<file path="src/rtl/hack_pkg.sv">
// Shared types and constants for the Hack CPU sequencer.
package hack_pkg;

  localparam int DATA_W = 16;
  localparam int ADDR_W = 15;

  // Instruction register field positions
  localparam int IR_TYPE    = 15;
  localparam int IR_ABIT    = 12;
  localparam int IR_COMP_HI = 11;
  localparam int IR_COMP_LO = 6;
  localparam int IR_DEST_A  = 5;
  localparam int IR_DEST_D  = 4;
  localparam int IR_DEST_M  = 3;
  localparam int IR_JUMP_HI = 2;
  localparam int IR_JUMP_LO = 0;

  typedef enum logic [2:0] {
    IDLE   = 3'd0,
    FETCH  = 3'd1,
    DECODE = 3'd2,
    MREAD  = 3'd3,
    EXEC   = 3'd4,
    WB     = 3'd5
  } state_t;

endpackage

</file>
<file path="src/rtl/hack_jump_unit.sv">
// Jump condition evaluation from the jump field and the latched ALU flags.
module hack_jump_unit (
  input  logic [2:0] jump,
  input  logic       zr,
  input  logic       ng,
  output logic       taken
);

  // jump[2]=JLT, jump[1]=JEQ, jump[0]=JGT; combinations OR together
  assign taken = (jump[2] & ng) | (jump[1] & zr) | (jump[0] & ~zr & ~ng);

endmodule

</file>
<file path="src/rtl/hack_cpu_ctrl.sv">
// Multi-cycle Hack CPU sequencer: fetch, decode, optional M read, execute,
// write back. Owns A, D, IR, PC plus the M-read (MR) and result (R) latches.
//
// Handshakes: a requester raises req together with address/we/wdata and holds
// all of them stable until ack is sampled high on a rising edge; req drops the
// cycle after that edge. ack with req low is ignored, and ack may already be
// high in the first req cycle.
module hack_cpu_ctrl
  import hack_pkg::*;
#(
  parameter logic [14:0] RESET_PC = 15'h0000
) (
  input  logic        clk,
  input  logic        reset,
  output logic [14:0] instr_addr,
  output logic        instr_req,
  input  logic [15:0] instr_rdata,
  input  logic        instr_ack,
  output logic [14:0] mem_addr,
  output logic [15:0] mem_wdata,
  output logic        mem_we,
  output logic        mem_req,
  input  logic [15:0] mem_rdata,
  input  logic        mem_ack,
  output logic [15:0] alu_x,
  output logic [15:0] alu_y,
  output logic [5:0]  alu_ctl,
  input  logic [15:0] alu_out,
  input  logic        alu_zr,
  input  logic        alu_ng,
  output logic [14:0] pc,
  output logic [15:0] a_reg,
  output logic [15:0] d_reg,
  output logic [2:0]  fsm_state
);

  state_t              state;
  logic [ADDR_W-1:0]   pc_q;
  logic [DATA_W-1:0]   a_q;
  logic [DATA_W-1:0]   d_q;
  logic [DATA_W-1:0]   ir;
  logic [DATA_W-1:0]   mr;
  logic [DATA_W-1:0]   r;
  logic                zr_q;
  logic                ng_q;
  logic                jump_taken;
  logic [ADDR_W-1:0]   pc_inc;
  logic                wb_write;

  // Natural 15-bit wrap: 7FFF + 1 = 0000
  assign pc_inc   = pc_q + 15'd1;
  assign wb_write = ir[IR_DEST_M];

  hack_jump_unit u_jump (
    .jump  (ir[IR_JUMP_HI:IR_JUMP_LO]),
    .zr    (zr_q),
    .ng    (ng_q),
    .taken (jump_taken)
  );

  // Requests are decoded straight from state so reset removes them at once
  assign instr_req  = (state == FETCH);
  assign mem_req    = (state == MREAD) || ((state == WB) && wb_write);
  assign mem_we     = (state == WB) && wb_write;
  assign instr_addr = pc_q;
  assign mem_addr   = a_q[ADDR_W-1:0];
  assign mem_wdata  = r;

  // ALU operands come straight from registers; only EXEC relies on them
  assign alu_x   = d_q;
  assign alu_y   = ir[IR_ABIT] ? mr : a_q;
  assign alu_ctl = ir[IR_COMP_HI:IR_COMP_LO];

  assign pc        = pc_q;
  assign a_reg     = a_q;
  assign d_reg     = d_q;
  assign fsm_state = state;

  // Sequencer and architectural state; WB uses old A for both jump and M write
  always_ff @(posedge clk or posedge reset) begin
    if (reset) begin
      state <= IDLE;
      pc_q  <= RESET_PC;
      a_q   <= '0;
      d_q   <= '0;
      ir    <= '0;
      mr    <= '0;
      r     <= '0;
      zr_q  <= 1'b0;
      ng_q  <= 1'b0;
    end else begin
      case (state)
        IDLE: state <= FETCH;
        FETCH: begin
          if (instr_ack) begin
            ir    <= instr_rdata;
            state <= DECODE;
          end
        end
        DECODE: begin
          if (!ir[IR_TYPE]) begin
            a_q   <= {1'b0, ir[14:0]};
            pc_q  <= pc_inc;
            state <= FETCH;
          end else if (ir[IR_ABIT]) begin
            state <= MREAD;
          end else begin
            state <= EXEC;
          end
        end
        MREAD: begin
          if (mem_ack) begin
            mr    <= mem_rdata;
            state <= EXEC;
          end
        end
        EXEC: begin
          r     <= alu_out;
          zr_q  <= alu_zr;
          ng_q  <= alu_ng;
          state <= WB;
        end
        WB: begin
          if (!wb_write || mem_ack) begin
            if (ir[IR_DEST_A]) a_q <= r;
            if (ir[IR_DEST_D]) d_q <= r;
            pc_q  <= jump_taken ? a_q[ADDR_W-1:0] : pc_inc;
            state <= FETCH;
          end
        end
        default: state <= IDLE;
      endcase
    end
  end

endmodule

</file>
<file path="config.mk">
export PLATFORM = sky130hd
export DESIGN_NAME = hack_cpu_ctrl
export DESIGN_NICKNAME = d
export VERILOG_FILES = /design/src/rtl/hack_pkg.sv /design/src/rtl/hack_jump_unit.sv /design/src/rtl/hack_cpu_ctrl.sv
export SDC_FILE = /design/constraint.sdc
export NUM_CORES = 1
export LEC_CHECK = 0
export ABC_AREA = 0
export ABC_CLOCK_PERIOD_IN_PS = 9330
export BUFFER_PORTS_ARGS = -buffer_cell sky130_fd_sc_hd__buf_2
export CAP_MARGIN = 20
export CORE_UTILIZATION = 54
export DETAILED_ROUTE_END_ITERATION = 6
export PLACE_DENSITY = 0.89
export SLEW_MARGIN = 5
export SYNTH_ARGS = -nofsm -noshare
export SYNTH_HDL_FRONTEND = slang
export SYNTH_SLANG_ARGS = --single-unit
</file>
<file path="constraint.sdc">
create_clock -name clk -period 9.33 [get_ports clk]
set_input_delay 2.3325 -clock clk [delete_from_list [all_inputs] [get_ports clk]]
set_output_delay 2.3325 -clock clk [all_outputs]
set_load 0.01 [all_outputs]
</file>
# After elaboration in Yosys (flattened, before gate mapping)
# Index checks and enable logic that the tools add are counted.
totals:
  register_bits: 100
  latch_bits: 0
  ramBits: 0
  mem_bits_ro: 0
  output_inout_bits: 137
  n_memories: 0
op_classes:
  n_addsub: 1
  mul: 0
  div: 0
  n_lt_le_gt_ge: 0
  eq_ne: 10
  shift: 0
  muxes: 15
  bitwise_logic: 8
  reduce_logical: 12
ops:
  columns: ["operator", "count"]
  rows:
  - ["2-to-1 mux 16 bit", 4]
  - ["2-to-1 mux 15 bit", 3]
  - ["one-hot mux 16 bit (2 select lines)", 1]
  - ["one-hot mux 15 bit (2 select lines)", 1]
  - ["one-hot mux 3 bit (6 select lines)", 1]
  - ["adder 15 x 1 -> 15 bit, second input constant", 1]
  - ["2-to-1 mux 3 bit", 5]
  - ["AND reduction 3 bit", 3]
  - ["== test 3 x 2 -> 1 bit, second input constant", 2]
  - ["== test 3 bit, second input constant", 2]
  - ["inequality test 2 bit, second input constant", 3]
  - ["AND 1 bit", 4]
  - ["inequality test 2 x 1 -> 1 bit, second input constant", 2]
  - ["AND reduction 2 bit", 2]
  - ["AND reduction 4 bit", 1]
  - ["== test 3 x 1 -> 1 bit, second input constant", 1]
  - ["zero test 3 bit", 1]
  - ["logical OR 1 bit", 2]
  - ["inverter 1 bit", 2]
  - ["OR 1 bit", 2]
  - ["nonzero test 2 bit", 1]
  - ["logical AND 1 bit", 1]
  - ["zero test 1 bit", 1]

# Logic depth before layout (Yosys ltp)
depth:
  word_depth: 7
  ltp_mapped: 8
  ltp_nobuf: 5

# By module
# Synthesis repeated with hierarchy kept, for this count alone.
hier_totals:
  hier_cells: 412
  hier_area_um2: 5143.7
modules_own_cells:
  columns: ["module", "instances", "cells_each", "area_each_um2", "seq_area_each_um2"]
  rows:
  - ["hack_cpu_ctrl", 1, 410, 5126.2, 2502.4]
  - ["hack_jump_unit", 1, 2, 17.5, 0.0]

# Least setup slack after synthesis
# OpenSTA, ideal clock, no wires.
synth_path:
  kind: "flip-flop to output port"
  startpoint: "register state[1] (netlist: fsm_state[1])"
  endpoint: "output port mem_we"
  t_arrival_ps: 1237
  required_ps: 6997
  setup_slack_ps: 5760
  stages_incl_launch_ff: 6
  path_cell_list: "dfrtp_1 -> buf_6 -> and3b_1 -> buf_6 -> buf_4 -> and2_1"
synth_between:
  elab_chain_len: 2
synth_rtl:
  columns: ["item", "line", "source"]
  rows:
  - ["from (decl)", "hack_cpu_ctrl.sv:37", "state_t state;"]
  - ["from (signal assigned)", "hack_cpu_ctrl.sv:82", "state <= IDLE;"]
  - ["from (signal assigned)", "hack_cpu_ctrl.sv:93", "IDLE: state <= FETCH;"]
  - ["from (signal assigned)", "hack_cpu_ctrl.sv:97", "state <= DECODE;"]
  - ["== test 3 bit", "hack_cpu_ctrl.sv:64", "assign mem_we = (state == WB) && wb_write;"]
  - ["logical AND 1 bit", "hack_cpu_ctrl.sv:64", null]
  - ["to (decl)", "hack_cpu_ctrl.sv:21", "output logic mem_we,"]
# Every way passes these cells.

# Worst setup path in the final report
layout_path:
  startpoint: "register ir[12]"
  endpoint: "output port alu_y[2]"
layout_between:
  elab_chain_len: 1
layout_rtl:
  columns: ["item", "line", "source"]
  rows:
  - ["from (decl)", "hack_cpu_ctrl.sv:41", "logic [DATA_W-1:0] ir;"]
  - ["from (signal assigned)", "hack_cpu_ctrl.sv:96", "ir <= instr_rdata;"]
  - ["2-to-1 mux 16 bit", "hack_cpu_ctrl.sv:71", "assign alu_y = ir[IR_ABIT] ? mr : a_q;"]
  - ["to (decl)", "hack_cpu_ctrl.sv:26", "output logic [15:0] alu_y,"]
# Every way passes these cells.

==> metrics.md <==
| Metric | Value |
|---|---|
| Peak supply drop | `about 0.18 mV` |
| Final hold vios | `0` |
| Final WL | `12,390 um` |
| Final net count | `approximately 600` |
| Drt wl/cell | `around 18 um` |
| Die Ht | `about 100 um` |
| Final antenna-violating net count | `0` |
| Dominant synthesized flop cell | `dfrtp_1` |
| Lkg Pwr | `between 3 and 4 nW` |
| Layout area overhead | `15.66%` |
| Syn nets | `~470` |
| Synthesized area | `between 5000 and 6000 sq um` |
| I/O pin count | `approximately 190` |
| RSZ-0062 raised after global routing | `false` |
| Antenna violations before repair | `0` |
| CTS hold repair buffers | `0` |
| ANT cells | `0` |
| Initial core utilization | `between 50% and 60%` |
| Final core utilization | `between 60% and 70%` |
| Full die area | `~10,000 sq um` |
| Maximum clock path buffer count | `2` |
| Pin count of the biggest net entering global routing | `62` |
| Worst Skew | `approximately 0.015 ns` |
| Mapped Cells | `412` |
| Async SR Flop Fraction | `100.0%` |
| Status | `finished, final reports clean` |
| Hpwl dp | `around 8700 um` |
| Core ar. | `9328 sq um` |
| Critical path arrival | `about 1.9 ns` |
| Mapped Avg Cell Area | `12.74 sq um` |
| TritonCTS Buffers | `9` |
| Root Buffer | `clkbuf_8` |
| DR vias | `3,708` |
| Setup TNS | `0 ns` |
| Post-Layout Inst Area | `around 6100 sq um` |
| Post-cts sizing count | `0` |
| Gr ovfl total | `0` |
| Max Cap Viol | `0` |
| Hold/Removal Path Class | `flop to flop` |
| # port buffers | `190` |
| Via density | `around 5.5` |
| Worst EP required | `approximately 7.0 ns` |
| Post-synth EDFFs | `0` |
| Max Transition Viols Final | `0` |
| Final setup vio count | `0` |
| FP Rows | `35` |
| H-tree levels | `3` |
| CP Launch Type | `flop` |
| Rel. slew slack | `between 20% and 30%` |
| Placer Congestion | `0.8396` |
| Pwr/cell area | `362.1 nW/um^2` |
| First-pass GRT wire length | `between 15,000 and 20,000 um` |
| DRT Pass-1 Iters | `4` |
| Post CTS Setup Buffer Count | `0` |
| CTS clk-pin slew, worst paths | `roughly 0.09 ns` |
| Reg2Reg Setup Slack | `~6.9 ns` |
| Die X | `100.6 um` |
| Distinct cells, synth | `between 40 and 50` |
| DR DRC count | `0` |
| Crit. End Element | `output pin` |
| Least-Margin Pin Slew | `around 1.1 ns` |
| Initial detailed-routing violation count | `141` |
| Clk sinks | `100` |
| Post-place instance area | `~5800 sq um` |
| GRT Util Overall | `24.80%` |
| Critical path class | `flop to output pin` |
| FF+latch count, synth | `100` |
| Synth Warn # | `0` |
| CTS tree | `done` |
| Sequential fraction of the synthesis area | `between 40% and 50%` |
| FMAX | `between 200 and 250 MHz` |
| Tcrit/Tclk final | `between 40% and 50%` |
| Number of global-route vias before repair | `roughly 3,600` |
| Proportion of layout cells with a drive suffix above 1 | `about three fifths` |
| Clock Latency Late Sink | `0.35 ns` |
| Final min period | `between 4 and 5 ns` |
| Critical path fanouts, max | `21` |
[where the power goes]
group / leakage (nW) / total, mW / switching [mW] / internal (mW)
clock network: 0.106 / 0.308 / 0.148 / 0.160
registers: 1.23 / 0.888 / 0.254 / 0.634
logic: 1.71 / 1.00 / 0.465 / 0.538
[logic make-up (layout without fill, tap and decap cells)]
family	count (synthesis)	after routing	synth area share, %
multiplexers	127	127	28.27
AND/OR/NAND/NOR	63	63	7.652
buffers and inverters	82	216	10.99
flip-flops	100	100	47.68
AO/OA/AOI/OAI	39	39	5.173
adder cells (fa/ha/maj)	1	1	0.2383
[cells in the mapped netlist (2+ instances only)]
cell,n,share of area (%)
a22o_1,2,0.33
buf_6,5,1.1
nor2_1,3,0.21
nor3_1,3,0.29
buf_2,7,0.67
dfrtp_1,100,48
or3_1,2,0.24
mux2_4,17,4.9
nand4_1,8,0.95
mux2_2,102,22
and2_1,4,0.48
a2bb2oi_1,3,0.50
o21ai_0,4,0.38
buf_4,55,7.9
nor3b_1,2,0.29
mux2i_1,8,1.5
nand2_1,10,0.72
nand3_1,11,1.0
and3_1,4,0.48
o22a_1,8,1.3
and4_1,3,0.50
a21oi_1,15,1.4
inv_1,6,0.43
clkbuf_1,8,0.57
nor2b_1,3,0.36
[critical path, cell delays in order (launching register included)]
cell     delay (ns)
dfrtp_1        0.95
mux2_2         0.42
buf_2          0.14
[final timing paths]
| kind | cells past startpoint | endpoint | start |
|---|---|---|---|
| setup / recovery | 2 | alu_y[2] | ir[12]$_DFFE_PP0P_ |
| hold / removal | 1 | ir[14]$_DFFE_PP0P_ | ir[14]$_DFFE_PP0P_ |
| setup reg to reg | 4 | a_reg[13]$_DFFE_PP0P_ | fsm_state[0]$_DFFE_PP0P_ |
| hold reg to reg | 1 | ir[14]$_DFFE_PP0P_ | ir[14]$_DFFE_PP0P_ |
| max in group asynchronous | 3 | ir[6]$_DFFE_PP0P_ | reset |
| min in group asynchronous | 2 | alu_x[1]$_DFFE_PP0P_ | reset |
[stage by stage]
stage	hold slack, ns	setup WS [ns]	instances	power [mW]
final	0.5115	5.124	675	2.198
after global routing	0.5283	5.017	675	2.324
after CTS	0.5165	5.123	674	2.207
after detailed placement	0.4932	5.200	658	1.894
after global placement	0.4821	5.275	658	1.840
after floorplan	0.4737	4.379	412	1.609
[layout by cell type, fill, tap and decap left out, types with 3 or more instances in the layout]
cell type,n
buf_2,190
mux2_2,102
dfrtp_1,100
mux2_4,17
a21oi_1,15
nand3_1,11
nand2_1,10
clkbuf_8,10
o22a_1,8
nand4_1,8
mux2i_1,8
inv_1,5
and3_1,4
and2_1,4
o21ai_0,4
and4_1,3
a2bb2oi_1,3
nor3_1,3
nor2_1,3
buf_4,3
[routing by layer]
layer / routed length, um / part of all wire, % / vias up / global-route usage, %
met3: 661 / 5.3 / 18 / 4.438
met4: 193 / 1.6 / 0 / 8.696
met2: 6321 / 51 / 147 / 42.52
met5: 0 / 0 / - / 0
met1: 5210 / 42 / 1868 / 31.67
li1: - / - / 1675 / -
[cell type report]
class | count | area [sq um]
clock inverters | 5 | 83.83
clock buffers | 11 | 141.4
well taps | 129 | 161.4
flip-flops and latches | 100 | 2502
fillers | 726 | 3257
inverters | 6 | 25.02
multi-input cells | 230 | 2172
repair buffers | 194 | 984.7
Power figures use the tool's default switching activity.
